<file path="src/rtl/cmos_sync_decoder_if.sv">
// Deserializer-side bus for cmos_sync_decoder: raw lane windows in, aligned pixel stream and framing out.
// Stats ports exist only when CMOS_SYNC_STATS_EN is defined.
interface cmos_sync_decoder_if;
  logic        raw_valid;
  logic [19:0] ch0_raw;
  logic [19:0] ch1_raw;
  logic [19:0] ch2_raw;
  logic [19:0] ch3_raw;
  logic [19:0] sync_raw;
  logic        locked;
  logic [3:0]  bit_offset;
  logic [39:0] pix_data;
  logic        pix_valid;
  logic        sof;
  logic        eol;
  logic        eof;
  logic [15:0] frame_cnt;
  logic        lost_lock;
`ifdef CMOS_SYNC_STATS_EN
  logic [15:0] line_cnt;
  logic [15:0] px_per_line;
  logic        len_err;
`endif

  modport master (
    output raw_valid, ch0_raw, ch1_raw, ch2_raw, ch3_raw, sync_raw,
`ifdef CMOS_SYNC_STATS_EN
    input  line_cnt, px_per_line, len_err,
`endif
    input  locked, bit_offset, pix_data, pix_valid, sof, eol, eof, frame_cnt, lost_lock
  );

  modport slave (
    input  raw_valid, ch0_raw, ch1_raw, ch2_raw, ch3_raw, sync_raw,
`ifdef CMOS_SYNC_STATS_EN
    output line_cnt, px_per_line, len_err,
`endif
    output locked, bit_offset, pix_data, pix_valid, sof, eol, eof, frame_cnt, lost_lock
  );
endinterface

</file>
<file path="src/rtl/cmos_sync_decoder.sv">
// Word-boundary trainer and sync-code decoder for the 4-lane CMOS LVDS stream.
// Optional per-line statistics (line_cnt, px_per_line, len_err) under CMOS_SYNC_STATS_EN.
module cmos_sync_decoder #(
  parameter logic [9:0] TRAIN_CODE = 10'h3A6,
  parameter logic [9:0] CODE_FS    = 10'h2AA,
  parameter logic [9:0] CODE_LS    = 10'h0AA,
  parameter logic [9:0] CODE_IMG   = 10'h035,
  parameter logic [9:0] CODE_LE    = 10'h12A,
  parameter logic [9:0] CODE_FE    = 10'h32A,
  parameter int         LOCK_COUNT = 16,
  parameter int         MAX_BAD    = 8
) (
  input  logic               clk_input,
  input  logic               rst_n,
  cmos_sync_decoder_if.slave bus
);

  localparam logic [1:0]  ST_SEARCH = 2'd0;
  localparam logic [1:0]  ST_VERIFY = 2'd1;
  localparam logic [1:0]  ST_LOCKED = 2'd2;
  localparam logic [15:0] LOCK_N    = 16'(LOCK_COUNT);
  localparam logic [15:0] BAD_N     = 16'(MAX_BAD);

  function automatic logic [9:0] slice_word(input logic [19:0] raw, input logic [3:0] off);
    logic [19:0] shifted;
    shifted = raw >> off;
    return shifted[9:0];
  endfunction

  logic [1:0]  state;
  logic [3:0]  k;
  logic [15:0] match_cnt;
  logic [15:0] bad_cnt;
  logic        in_frame;
  logic        in_line;
  logic        sof_arm;
  logic        locked_p1;
  logic        vld_p1;
  logic        sof_p1;
  logic        eol_p1;
  logic        eof_p1;
  logic        lost_p1;
  logic [39:0] pix_data_p1;
  logic [15:0] frame_cnt_p1;

  // Stage p0: slice all lanes at the current offset and classify the sync word
  logic [9:0]  sync_word_p0;
  logic [39:0] pix_word_p0;
  logic [3:0]  next_k;
  logic        lk_p0;
  logic        is_train;
  logic        is_fs;
  logic        is_ls;
  logic        is_img;
  logic        is_le;
  logic        is_fe;
  logic        take_fs;
  logic        take_ls;
  logic        take_img;
  logic        take_le;

  assign sync_word_p0 = slice_word(bus.sync_raw, k);
  assign pix_word_p0  = {slice_word(bus.ch3_raw, k), slice_word(bus.ch2_raw, k),
                         slice_word(bus.ch1_raw, k), slice_word(bus.ch0_raw, k)};
  assign next_k       = (k == 4'd9) ? 4'd0 : k + 4'd1;
  assign lk_p0        = bus.raw_valid && (state == ST_LOCKED);
  assign is_train     = (sync_word_p0 == TRAIN_CODE);
  assign is_fs        = (sync_word_p0 == CODE_FS);
  assign is_ls        = (sync_word_p0 == CODE_LS);
  assign is_img       = (sync_word_p0 == CODE_IMG);
  assign is_le        = (sync_word_p0 == CODE_LE);
  assign is_fe        = (sync_word_p0 == CODE_FE);
  assign take_fs      = lk_p0 && is_fs;
  assign take_ls      = lk_p0 && is_ls && in_frame;
  assign take_img     = lk_p0 && is_img && in_line;
  assign take_le      = lk_p0 && is_le;

  // Stage p1: registered FSM state, framing flags and output pulses
  always_ff @(posedge clk_input or negedge rst_n) begin
    if (!rst_n) begin
      state        <= ST_SEARCH;
      k            <= 4'd0;
      match_cnt    <= 16'd0;
      bad_cnt      <= 16'd0;
      in_frame     <= 1'b0;
      in_line      <= 1'b0;
      sof_arm      <= 1'b0;
      locked_p1    <= 1'b0;
      vld_p1       <= 1'b0;
      sof_p1       <= 1'b0;
      eol_p1       <= 1'b0;
      eof_p1       <= 1'b0;
      lost_p1      <= 1'b0;
      pix_data_p1  <= 40'd0;
      frame_cnt_p1 <= 16'd0;
    end else begin
      vld_p1  <= 1'b0;
      sof_p1  <= 1'b0;
      eol_p1  <= 1'b0;
      eof_p1  <= 1'b0;
      lost_p1 <= 1'b0;
      if (bus.raw_valid) begin
        case (state)
          ST_SEARCH: begin
            if (is_train) begin
              if (LOCK_N <= 16'd1) begin
                state     <= ST_LOCKED;
                locked_p1 <= 1'b1;
                bad_cnt   <= 16'd0;
              end else begin
                state     <= ST_VERIFY;
                match_cnt <= 16'd1;
              end
            end else begin
              k <= next_k;
            end
          end
          ST_VERIFY: begin
            if (is_train) begin
              if (match_cnt + 16'd1 >= LOCK_N) begin
                state     <= ST_LOCKED;
                locked_p1 <= 1'b1;
                match_cnt <= 16'd0;
                bad_cnt   <= 16'd0;
              end else begin
                match_cnt <= match_cnt + 16'd1;
              end
            end else begin
              state     <= ST_SEARCH;
              match_cnt <= 16'd0;
              k         <= next_k;
            end
          end
          ST_LOCKED: begin
            bad_cnt <= 16'd0;
            if (is_fs) begin
              in_frame <= 1'b1;
              in_line  <= 1'b1;
              sof_arm  <= 1'b1;
            end else if (is_ls) begin
              if (in_frame) in_line <= 1'b1;
            end else if (is_img) begin
              if (in_line) begin
                vld_p1      <= 1'b1;
                pix_data_p1 <= pix_word_p0;
                sof_p1      <= sof_arm;
                sof_arm     <= 1'b0;
              end
            end else if (is_le) begin
              in_line <= 1'b0;
              eol_p1  <= 1'b1;
            end else if (is_fe) begin
              in_frame     <= 1'b0;
              in_line      <= 1'b0;
              sof_arm      <= 1'b0;
              eof_p1       <= 1'b1;
              frame_cnt_p1 <= frame_cnt_p1 + 16'd1;
            end else if (!is_train) begin
              // Unknown code: tolerate a short burst before declaring the boundary lost
              if (bad_cnt + 16'd1 >= BAD_N) begin
                state     <= ST_SEARCH;
                locked_p1 <= 1'b0;
                in_frame  <= 1'b0;
                in_line   <= 1'b0;
                sof_arm   <= 1'b0;
                lost_p1   <= 1'b1;
              end else begin
                bad_cnt <= bad_cnt + 16'd1;
              end
            end
          end
          default: state <= ST_SEARCH;
        endcase
      end
    end
  end

  assign bus.locked     = locked_p1;
  assign bus.bit_offset = k;
  assign bus.pix_data   = pix_data_p1;
  assign bus.pix_valid  = vld_p1;
  assign bus.sof        = sof_p1;
  assign bus.eol        = eol_p1;
  assign bus.eof        = eof_p1;
  assign bus.frame_cnt  = frame_cnt_p1;
  assign bus.lost_lock  = lost_p1;

`ifdef CMOS_SYNC_STATS_EN
  logic [15:0] line_cnt_p1;
  logic [15:0] px_per_line_p1;
  logic        len_err_p1;
  logic [15:0] px_cnt;

  // Stage p1 stats: IMG words per line, compared against the previous line of the same frame
  always_ff @(posedge clk_input or negedge rst_n) begin
    if (!rst_n) begin
      line_cnt_p1    <= 16'd0;
      px_per_line_p1 <= 16'd0;
      len_err_p1     <= 1'b0;
      px_cnt         <= 16'd0;
    end else if (take_fs) begin
      line_cnt_p1 <= 16'd0;
      px_cnt      <= 16'd0;
    end else if (take_ls) begin
      px_cnt <= 16'd0;
    end else if (take_img) begin
      px_cnt <= px_cnt + 16'd1;
    end else if (take_le) begin
      px_per_line_p1 <= px_cnt;
      line_cnt_p1    <= line_cnt_p1 + 16'd1;
      px_cnt         <= 16'd0;
      if (line_cnt_p1 != 16'd0 && px_cnt != px_per_line_p1) len_err_p1 <= 1'b1;
    end
  end

  assign bus.line_cnt    = line_cnt_p1;
  assign bus.px_per_line = px_per_line_p1;
  assign bus.len_err     = len_err_p1;
`endif

endmodule
</file>
<file path="src/flat_wrapper.sv">
// flat-port wrapper written by rule: the top's interface ports become plain ports
module cmos_sync_decoder_flat 
#(
  parameter logic [9:0] TRAIN_CODE = 10'h3A6,
  parameter logic [9:0] CODE_FS    = 10'h2AA,
  parameter logic [9:0] CODE_LS    = 10'h0AA,
  parameter logic [9:0] CODE_IMG   = 10'h035,
  parameter logic [9:0] CODE_LE    = 10'h12A,
  parameter logic [9:0] CODE_FE    = 10'h32A,
  parameter int         LOCK_COUNT = 16,
  parameter int         MAX_BAD    = 8
)
  (clk_input, rst_n, bus_raw_valid, bus_ch0_raw, bus_ch1_raw, bus_ch2_raw, bus_ch3_raw, bus_sync_raw, bus_locked, bus_bit_offset, bus_pix_data, bus_pix_valid, bus_sof, bus_eol, bus_eof, bus_frame_cnt, bus_lost_lock);
  cmos_sync_decoder_if bus_i ();
  input  logic clk_input;
  input  logic rst_n;
  input wire logic [$bits(bus_i.raw_valid)-1:0] bus_raw_valid;
  input wire logic [$bits(bus_i.ch0_raw)-1:0] bus_ch0_raw;
  input wire logic [$bits(bus_i.ch1_raw)-1:0] bus_ch1_raw;
  input wire logic [$bits(bus_i.ch2_raw)-1:0] bus_ch2_raw;
  input wire logic [$bits(bus_i.ch3_raw)-1:0] bus_ch3_raw;
  input wire logic [$bits(bus_i.sync_raw)-1:0] bus_sync_raw;
  output wire logic [$bits(bus_i.locked)-1:0] bus_locked;
  output wire logic [$bits(bus_i.bit_offset)-1:0] bus_bit_offset;
  output wire logic [$bits(bus_i.pix_data)-1:0] bus_pix_data;
  output wire logic [$bits(bus_i.pix_valid)-1:0] bus_pix_valid;
  output wire logic [$bits(bus_i.sof)-1:0] bus_sof;
  output wire logic [$bits(bus_i.eol)-1:0] bus_eol;
  output wire logic [$bits(bus_i.eof)-1:0] bus_eof;
  output wire logic [$bits(bus_i.frame_cnt)-1:0] bus_frame_cnt;
  output wire logic [$bits(bus_i.lost_lock)-1:0] bus_lost_lock;
  assign bus_i.raw_valid = bus_raw_valid;
  assign bus_i.ch0_raw = bus_ch0_raw;
  assign bus_i.ch1_raw = bus_ch1_raw;
  assign bus_i.ch2_raw = bus_ch2_raw;
  assign bus_i.ch3_raw = bus_ch3_raw;
  assign bus_i.sync_raw = bus_sync_raw;
  assign bus_locked = bus_i.locked;
  assign bus_bit_offset = bus_i.bit_offset;
  assign bus_pix_data = bus_i.pix_data;
  assign bus_pix_valid = bus_i.pix_valid;
  assign bus_sof = bus_i.sof;
  assign bus_eol = bus_i.eol;
  assign bus_eof = bus_i.eof;
  assign bus_frame_cnt = bus_i.frame_cnt;
  assign bus_lost_lock = bus_i.lost_lock;
  cmos_sync_decoder #(.TRAIN_CODE(TRAIN_CODE), .CODE_FS(CODE_FS), .CODE_LS(CODE_LS), .CODE_IMG(CODE_IMG), .CODE_LE(CODE_LE), .CODE_FE(CODE_FE), .LOCK_COUNT(LOCK_COUNT), .MAX_BAD(MAX_BAD)) u_core (.clk_input(clk_input), .rst_n(rst_n), .bus(bus_i));
endmodule
</file>
<file path="config.mk">
export PLATFORM = sky130hd
export DESIGN_NAME = cmos_sync_decoder_flat
export DESIGN_NICKNAME = d
export VERILOG_FILES = /design/src/rtl/cmos_sync_decoder_if.sv /design/src/rtl/cmos_sync_decoder.sv /design/src/flat_wrapper.sv
export SDC_FILE = /design/constraint.sdc
export NUM_CORES = 1
export LEC_CHECK = 0
export CAP_MARGIN = 20
export CORE_ASPECT_RATIO = 0.8
export CORE_UTILIZATION = 30
export DETAILED_ROUTE_END_ITERATION = 7
export SLEW_MARGIN = 15
export SYNTH_ARGS = -nofsm -noshare
export SYNTH_HDL_FRONTEND = slang
export SYNTH_SLANG_ARGS = --single-unit
export TNS_END_PERCENT = 5
</file>
<file path="constraint.sdc">
create_clock -name clk_input -period 3.1 [get_ports clk_input]
set_clock_uncertainty 0.05 [all_clocks]
set_input_delay 0.31 -clock clk_input [delete_from_list [all_inputs] [get_ports clk_input]]
set_output_delay 0.31 -clock clk_input [all_outputs]
set_load 0.05 [all_outputs]
</file>
==> results.txt, run 1 <==
Dividing the detail-routed via count by the number of cells gives 5.311. The final critical-path required period was 3230 ps; the power density over the cells was 769.8 nW/um^2. The clock slew seen by the registers of the worst setup and hold paths came out at 80 ps.

The most used flip-flop cell after synthesis is sky130_fd_sc_hd__dfrtp_1. The final period utilization was 104.2%; the height of the die was 151.8 um. The register-to-register setup slack is -130 ps, and the area growth from synthesis to layout is 37.93%. The die area is 28,730 um^2, and the flip-flop and latch count after synthesis is 103. Counting cells, the worst reg-to-reg path comes to 12.

The startpoint identified for the worst register-to-register timing path is u_core.bus.bit_offset[1]. For the combined area of all synthesized cells, the log shows 8416 um^2. The total overflow left after global routing is 0. For the via count of the first global-routing pass, the log shows 7,557. The HPWL after detailed placement is 20,450 um. The launch instance of the worst min-delay path is u_core.bus.frame_cnt[15]. The root buffer cell chosen for the clock tree is sky130_fd_sc_hd__clkbuf_16. The count of buffers added on input and output ports is 168.

The type of element launching the critical path was a register. The net count of the finished layout is 1,244. Number of ports placed on the die boundary: 169. The count of cells along the worst hold path works out to 1.

The ratio of cells with drive above 1 in the final layout is 21.05%. The biggest area contributor in the post-synthesis netlist is sky130_fd_sc_hd__dfrtp_1. In this run the remaining antenna-violating nets after routing total 0. The flow ran to the end, but the final reports show violations. The first global-routing pass estimated 42,950 um of wire. Counting every sink on the clock net gives 103.

Entering global routing, the biggest net connects 98 pins. The run gives 5 as the first-pass detailed-route iteration total. The total setup violations reported at the end of the flow came out at 42. In this run the critical register-to-register path is captured at u_core.bus.frame_cnt[14].

The run gives 0.8765 as the weighted congestion at the end of routability-driven global placement. In the final routed layout, each cell accounts on average for 17.80 um. The run gives -130.0 ps as the final setup slack of the worst path. For the number of placement rows, the log shows 54. The class of the worst hold path was register to register. The endpoint with the worst hold slack was u_core.bus.frame_cnt[15]. The number of slew-limit violations in the final report was 0. After filler insertion, the fill cell instance count of the layout stands at 2,728. The post-layout instance area is 11,610 um^2, and the die width is 189.3 um.

Based on the critical path, the design can be clocked at up to 309.6 MHz. The number of buffers added by the clock tree synthesis step is 9. The setup path with the least slack is of type register to register. The average size of a mapped cell was 9.137 um^2; the count of max-cap constraint violations was 0.

The initial antenna violation count is 0. In this run the tightest slew margin relative to its limit is 56.42%. The count of endpoints failing hold in the final timing report is 0. The post-synthesis cell count is 921. Count of warnings emitted by yosys: 0. Sequential cells were found to cover 30.63% of the synthesized design area. The number of buffers between clock root and the deepest sink was 2. Setup repair after global routing could not meet its margin everywhere. Post-route DRC violation count: 0. After synthesis, the most frequently instantiated cells are sky130_fd_sc_hd__nand2_1 (115), sky130_fd_sc_hd__dfrtp_1 (103), sky130_fd_sc_hd__o21ai_0 (63), sky130_fd_sc_hd__nor2_1 (61), sky130_fd_sc_hd__mux2i_1 (59). The area share of the leading cell type in the synthesized netlist is 30.63%, and the latest clock arrival within the worst-skew pair is 350 ps. For this block, the routed nets add up to 26,770 um of wire. The async set-or-reset flop fraction in the synthesized netlist came out at 100.0%. TritonCTS built the clock tree. Summed over all cells, the static leakage comes to 4.911 nW. For the worst setup path, the data required time is 3320 ps. The number of H-tree levels is 3, and the core outline area is 27,430 um^2. On the final layout, the worst hold slack is 417.3 ps. The number of DRC markers in iteration 0 was 584; the arrival time at the worst endpoint was 3450 ps. Synthesis produced a netlist with a net count of 1,030.

The tools report the peak ir drop on the vdd network as 0.8260 mV. The global-route usage over all layers came out at 18.76%. The run gives 69 as the count of unique library cells instantiated by Yosys. The detailed router placed 7,987 vias in this run. STA classifies the critical path endpoint as a register. The final reports fail on negative setup slack. The measured slew at the worst slew-check pin is 651.7 ps, and the sum of negative setup slack is -1986 ps.

In this run the worst path has a maximum fanout of 8. Once the floorplan was initialized, standard cells occupied 30.68% of the core. Summing all placed instances gives a cell area of 11,010 um^2. The synthesized design contains 0 enable-type register cells.

The most common cell in the synthesized netlist is sky130_fd_sc_hd__nand2_1. The repair_antennas step left the layout with diodes totalling 0. Sorting the synthesized cells by area gives the leading types as sky130_fd_sc_hd__dfrtp_1 (31%), sky130_fd_sc_hd__mux4_2 (13%), sky130_fd_sc_hd__mux2i_1 (7.0%). OpenSTA, run right after detailed placement, puts the worst setup slack at -402.3 ps.
[state kept, by name, summed over array words and instances, names as in the netlist]
register	count
u_core.match_cnt	16
u_core.bus.pix_valid	1
u_core.bus.eol	1
u_core.bus.pix_data	40
u_core.sof_arm	1
u_core.bus.lost_lock	1
u_core.bus.bit_offset	4
u_core.bad_cnt	16
u_core.in_line	1
u_core.bus.locked	1
u_core.bus.sof	1
u_core.in_frame	1
u_core.bus.eof	1
u_core.state	2
u_core.bus.frame_cnt	16
[routing by layer]
layer / vias to the layer above / share of wire (%) / GRT usage (%)
li1: 3841 / - / -
met1: 3843 / 51 / 30.12
met2: 274 / 40 / 24.65
met3: 29 / 7.1 / 3.788
met4: 0 / 1.5 / 5.184
met5: - / 0 / 0
[critical path: stages (launching register included)]
cell	delay (ps)
sky130_fd_sc_hd__dfrtp_4	530
sky130_fd_sc_hd__buf_12	130
sky130_fd_sc_hd__mux4_2	500
sky130_fd_sc_hd__mux2_2	320
sky130_fd_sc_hd__a2111oi_4	360
sky130_fd_sc_hd__o21ai_2	140
sky130_fd_sc_hd__buf_4	160
sky130_fd_sc_hd__nor3_4	160
sky130_fd_sc_hd__buf_6	150
sky130_fd_sc_hd__nand4_1	110
sky130_fd_sc_hd__buf_6	170
sky130_fd_sc_hd__nor3_4	190
sky130_fd_sc_hd__xor2_1	180
[what timing repair did]
| action | in CTS | in global routing |
|---|---|---|
| gates resized for setup | 14 | 24 |
| endpoints found under the setup margin | 73 | 99 |
| hold buffers | 1 | 0 |
| setup buffers | 6 | 6 |
| hold endpoints to repair | 42 | 0 |
| pin swaps | 11 | 6 |
[per-stage QoR]
stage / instances / utilization [%] / power [mW]
CTS: 1498 / 41.79 / 8.787
floorplan: 921 / - / 5.586
detailed placement: 1475 / 40.13 / 7.418
finish: 1504 / 42.31 / 8.935
global route: 1504 / 42.31 / 9.554
global placement: 1475 / 40.13 / 7.371
[cells by family after synthesis]
group                      after synthesis  share of synthesized area (%)
muxes                                  147                          25.17
and+or+nand+nor                        329                          19.30
AOI/OAI and AO/OA                      229                          17.53
DFF                                    103                          30.63
adders and majority gates                6                         0.8920
xor gates and xnor gates                20                          2.081
buffers and inverters                   87                          4.401
[cells in the final DEF, fill, tap and decap left out, types with 5 or more instances in the layout]
cell                              count
sky130_fd_sc_hd__a21oi_1             55
sky130_fd_sc_hd__nor2b_1             46
sky130_fd_sc_hd__mux2_4               5
sky130_fd_sc_hd__dfrtp_1             99
sky130_fd_sc_hd__ha_1                 6
sky130_fd_sc_hd__xnor2_1              8
sky130_fd_sc_hd__nand2_1            114
sky130_fd_sc_hd__mux2_2              33
sky130_fd_sc_hd__nor2_1              57
sky130_fd_sc_hd__and3_1               8
sky130_fd_sc_hd__o22ai_1             13
sky130_fd_sc_hd__mux4_2              47
sky130_fd_sc_hd__a211oi_1            25
sky130_fd_sc_hd__a22oi_1              6
sky130_fd_sc_hd__buf_6                5
sky130_fd_sc_hd__o211ai_1            11
sky130_fd_sc_hd__buf_12               7
sky130_fd_sc_hd__clkbuf_16            9
sky130_fd_sc_hd__or3_1                5
sky130_fd_sc_hd__nor3_4               5
sky130_fd_sc_hd__mux2i_1             58
sky130_fd_sc_hd__xor2_1              12
sky130_fd_sc_hd__inv_1               20
sky130_fd_sc_hd__and2_1              10
sky130_fd_sc_hd__clkdlybuf4s50_1    167
sky130_fd_sc_hd__nand3_1             21
sky130_fd_sc_hd__o21ai_0             62
sky130_fd_sc_hd__o31ai_1              9
sky130_fd_sc_hd__buf_4               87
sky130_fd_sc_hd__nand2b_1             5
sky130_fd_sc_hd__nand4_1             11
sky130_fd_sc_hd__nor3_1              19
sky130_fd_sc_hd__o21ai_1              5
[worst max path at each step]
| stage | slack (ps) | startpoint | end |
|---|---|---|---|
| floorplan | -310 | u_core.bus.bit_offset[1] | u_core.match_cnt[0] |
| global placement | -340 | bus_sync_raw[13] | u_core.bus.frame_cnt[12] |
| detailed placement | -400 | bus_sync_raw[7] | u_core.match_cnt[3] |
| CTS | -130 | u_core.bus.bit_offset[1] | u_core.state[0] |
| global route | -290 | u_core.bus.bit_offset[1] | u_core.state[0] |
| finish | -130 | u_core.bus.bit_offset[1] | u_core.bus.frame_cnt[14] |
[power breakdown]
group          switching [mW]  internal (mW)  total, mW
registers               0.140           1.41       1.55
clock network           0.555          0.646       1.20
logic                    3.39           2.80       6.19
total                    4.09           4.85       8.94
[final cells by class]
cell class | instances | area, um^2 | area share (%)
clock buffers | 9 | 225.2 | 1.940
repair buffers | 268 | 2546 | 21.94
flip-flops and latches | 103 | 2587 | 22.29
inverters | 22 | 82.58 | 0.7114
multi-input cells | 731 | 5624 | 48.45
well taps | 364 | 455.4 | 3.924
clock inverters | 7 | 86.33 | 0.7438
Power figures use the tool's default switching activity.
==> run 2: changes to the inputs <==
--- a/config.mk
+++ b/config.mk
@@ -5,6 +5,7 @@
 export SDC_FILE = /design/constraint.sdc
 export NUM_CORES = 1
 export LEC_CHECK = 0
+export ABC_AREA = 1
 export CAP_MARGIN = 20
 export CORE_ASPECT_RATIO = 0.8
 export CORE_UTILIZATION = 30
==> run 2 against run 1 <==
  * Die area rose by 1.3%
  * Utilization fell by 3.0 points
  * Critical path type unchanged
  * The run ends with negative hold slack left
  * Worst setup slack improved by 420 ps
==> results.txt, run 2 <==
The run gives 2 (unchanged) as the number of buffers between clock root and the deepest sink. The run gives 0 (-100%) as the total setup violations reported at the end of the flow. In the post-synthesis netlist, the cell with the most instances is sky130_fd_sc_hd__nand2_1. The worst-path maximum fanout is 35 (+27), and the number of ports placed on the die boundary is 169 (unchanged). The tools report the register-to-register setup slack as 290 ps (+420 ps). The required time reported for the critical path endpoint came out at 3260 ps (-60 ps). Ranked by total cell area, the synthesized netlist is headed by sky130_fd_sc_hd__dfrtp_1 (30%), sky130_fd_sc_hd__nand2_1 (23%), sky130_fd_sc_hd__nand3_1 (8.9%).

The per-cell routed wire length was 15.67 um (-12%); the number of flip-flops in the largest register was 40 (unchanged). Average size of a mapped cell: 6.148 um^2 (-33%). Type of the worst setup path: register to register. The number of placement rows is 54 (unchanged). The tightest hold margin is -0.2001 ps (-417.5 ps), and the area growth from synthesis to layout is 27.01%.

Count of vias placed by the detailed router: 9,522 (+19%). For the count of max-cap constraint violations, the log shows 0 (unchanged). The number of H-tree levels is 3 (unchanged). Via count normalized by instance count: 5.060 (-4.7%). The starting utilization of the core area came out at 30.93% (+0.25 points). The final critical-path required period works out to 2809 ps (-421.3 ps). The post-placement worst setup slack was 252.0 ps (+654.3 ps). The peak ir drop on the vdd network was 0.4644 mV (-44%); the maximum clock frequency was 356.0 MHz (+15%). The latest clock arrival within the worst-skew pair is 350 ps (about the same), and the post-synthesis cell count is 1,387 (+51%). The first-pass detailed-route iteration total was 6 (+1); the final period utilization was 90.61% (-14 points). The power density over the cells came out at 755.1 nW/um^2 (-1.9%). The logs give 0 (unchanged) for the total congestion overflow after global routing and 20.44% (+1.7 points) for the global-route usage over all layers. The number of slew-limit violations in the final report was 0 (unchanged); the number of buffers added to fix hold violations after cts was 0 (-1). The endpoint class of the critical path is a register.

The flip-flop and latch count after synthesis was 103 (unchanged). Measured slew at the worst slew-check pin: 856.1 ps (+204.4 ps). The largest net degree at the start of global routing is 83 (-15%). The count of warnings emitted by yosys is 0 (unchanged). The post-synth net total is 1,496 (+45%), and the core outline area is 27,570 um^2 (+0.49%).

STA classifies the critical path startpoint as a register. The number of inserted diodes was 0 (unchanged). Area share of the leading cell type in the synthesized netlist: 30.23% (-0.40 points). The leakage power total is 5.199 nW (+5.9%), and the HPWL after detailed placement is 22,400 um (+9.5%).

The sequential-to-total area share from yosys stat is 30.23% (-0.40 points), and the number of clock sinks is 103 (unchanged). Setup repair after global routing left no endpoint under its margin. The flow ran to the end, but the final reports show violations. Post-route antenna net violation count: 0 (unchanged). In the layout the commonest cells are sky130_fd_sc_hd__nand2_1 (520), sky130_fd_sc_hd__clkdlybuf4s50_1 (167), sky130_fd_sc_hd__nand3_1 (151).

The number of buffers added by the clock tree synthesis step was 9 (unchanged). The root buffer cell is sky130_fd_sc_hd__clkbuf_16. The first-pass GRT wire length was 47,620 um (+11%). Count of flip-flops with a built-in enable after synthesis: 0 (unchanged). The run gives 0.9541 (+8.9%) as the weighted congestion at the end of routability-driven global placement. The clock slew seen by the registers of the worst setup and hold paths was 80 ps (about the same). Sum of negative setup slack: 0 ps (+1986 ps). The height of the die came out at 152.8 um (+0.65%). The final setup slack of the worst path is 291.2 ps (+421.3 ps), and the number of port buffers is 168 (unchanged). The commonest cells after synthesis are sky130_fd_sc_hd__nand2_1 (521), sky130_fd_sc_hd__nand3_1 (151), sky130_fd_sc_hd__nor2_1 (129), sky130_fd_sc_hd__dfrtp_1 (103), sky130_fd_sc_hd__inv_1 (97). Cell type contributing the most total cell area after synthesis: sky130_fd_sc_hd__dfrtp_1.

The final net count was 1,622 (+30%); the count of unique library cells instantiated by Yosys was 41 (-41%). The ratio of cells with drive above 1 in the final layout came out at 4.084% (-17 points). The die area is 29,110 um^2 (+1.3%), and the initial antenna violation count is 0 (unchanged).

For the arrival time at the worst endpoint, the log shows 2970 ps (-480 ps). The post-route DRC violation count is 0 (unchanged). The tools report the worst-case headroom to the max-slew limit as 42.93% (-13 points).

The min-delay analysis places its worst path in the category primary input to async pin. The number of cells traversed by the worst register-to-register path was 14 (+2). The async set-or-reset flop fraction in the synthesized netlist was 100.0% (unchanged). The most frequently used flop master after synthesis was sky130_fd_sc_hd__dfrtp_1. The run gives 8527 um^2 (+1.3%) as the combined area of all synthesized cells. The final reports fail on negative hold slack. The via count of the first global-routing pass came out at 8,953 (+18%).

For the count of endpoints failing hold in the final timing report, the log shows 1 (+1). TritonCTS built the clock tree. The leading cell type in the layout, fill and taps excluded was sky130_fd_sc_hd__nand2_1. The die width is 190.5 um (+0.65%). The tools report the detailed-route wire length as 29,490 um (+10%). The number of DRC markers in iteration 0 is 916 (+57%).
## run 2: cell count changes in the layout (fill, tap and decap cells not counted), sizes merged, moves of 47 or more
cell   delta
buf      -78
nor2     +73
nand2   +408
inv      +79
mux4     -47
nand3   +132
## run 2: power breakdown
part / switching [mW] / total, mW / internal, mW
Sequential: 0.103 / 1.51 / 1.40
Combinational: 3.79 / 5.45 / 1.66
Clock: 0.624 / 1.22 / 0.598
## run 2: cells by family after synthesis
family | after synthesis | synth area share, %
DFF | 103 | 30.23
AOI/OAI and AO/OA | 200 | 13.19
buffers and inverters | 178 | 8.892
xor gates and xnor gates | 28 | 2.876
and+or+nand+nor | 856 | 42.05
muxes | 16 | 1.878
adders and majority gates | 6 | 0.8804
## run 2: cell type report
| cell class | instances | area [um^2] |
|---|---|---|
| repair inverters | 1 | 5.005 |
| multi-input cells | 1106 | 5194 |
| clock inverters | 7 | 101.3 |
| clock buffers | 9 | 225.2 |
| fillers | 3012 | 16740 |
| well taps | 364 | 455.4 |
| repair buffers | 189 | 1874 |
| inverters | 103 | 392.9 |
| flip-flops and latches | 103 | 2582 |
## run 2: worst paths after layout
| kind | start | endpoint |
|---|---|---|
| setup / recovery | u_core.bus.bit_offset[0] | u_core.bus.pix_data[13] |
| hold reg to reg | u_core.bus.pix_data[14] | u_core.bus.pix_data[14] |
| max in group asynchronous | rst_n | u_core.bus.pix_data[4] |
| hold / removal | rst_n | u_core.bad_cnt[14] |
| setup reg to reg | u_core.bus.bit_offset[0] | u_core.bus.pix_data[13] |
| min in group clk_input | u_core.bus.pix_data[14] | u_core.bus.pix_data[14] |
## run 2: layer usage
metal  vias to the layer above  GRT usage, %  share of wire [%]
li1                       4774             -                  -
met1                      4399         29.97                 48
met2                       320         30.79                 42
met3                        29         4.537                8.1
met4                         0         3.162                1.0
met5                         -             0                  0
## run 2: worst max-delay path: stages, from the launching register on
cell and delay, ps:
sky130_fd_sc_hd__dfrtp_4 600, sky130_fd_sc_hd__inv_4 210, sky130_fd_sc_hd__nand2_1 100, sky130_fd_sc_hd__nand3_1 100, sky130_fd_sc_hd__nand3_1 110, sky130_fd_sc_hd__nand2_1 110
sky130_fd_sc_hd__nand2_1 50, sky130_fd_sc_hd__nand2_1 70, sky130_fd_sc_hd__nand2_1 110, sky130_fd_sc_hd__nor2_4 250, sky130_fd_sc_hd__nand3_2 190, sky130_fd_sc_hd__nand2_4 130
sky130_fd_sc_hd__or2_1 120, sky130_fd_sc_hd__buf_4 320, sky130_fd_sc_hd__o21ai_0 160
## run 2: metrics by stage
step	instance area (um^2)	hold slack, ps	utilization (%)	std cells	total power [mW]
CTS	10810	37.81	39.22	1880	8.152
global placement	10490	400.5	38.04	1864	6.905
finish	10830	-0.2001	39.29	1882	8.178
global route	10830	71.88	39.29	1882	8.925
floorplan	8527	-35.59	-	1387	5.466
detailed placement	10490	405.0	38.04	1864	6.896
## run 2: repair_timing
| item | CTS | global route |
|---|---|---|
| setup buffers | 0 | 1 |
| setup endpoints to repair | 0 | 26 |
| resized for setup | 0 | 3 |
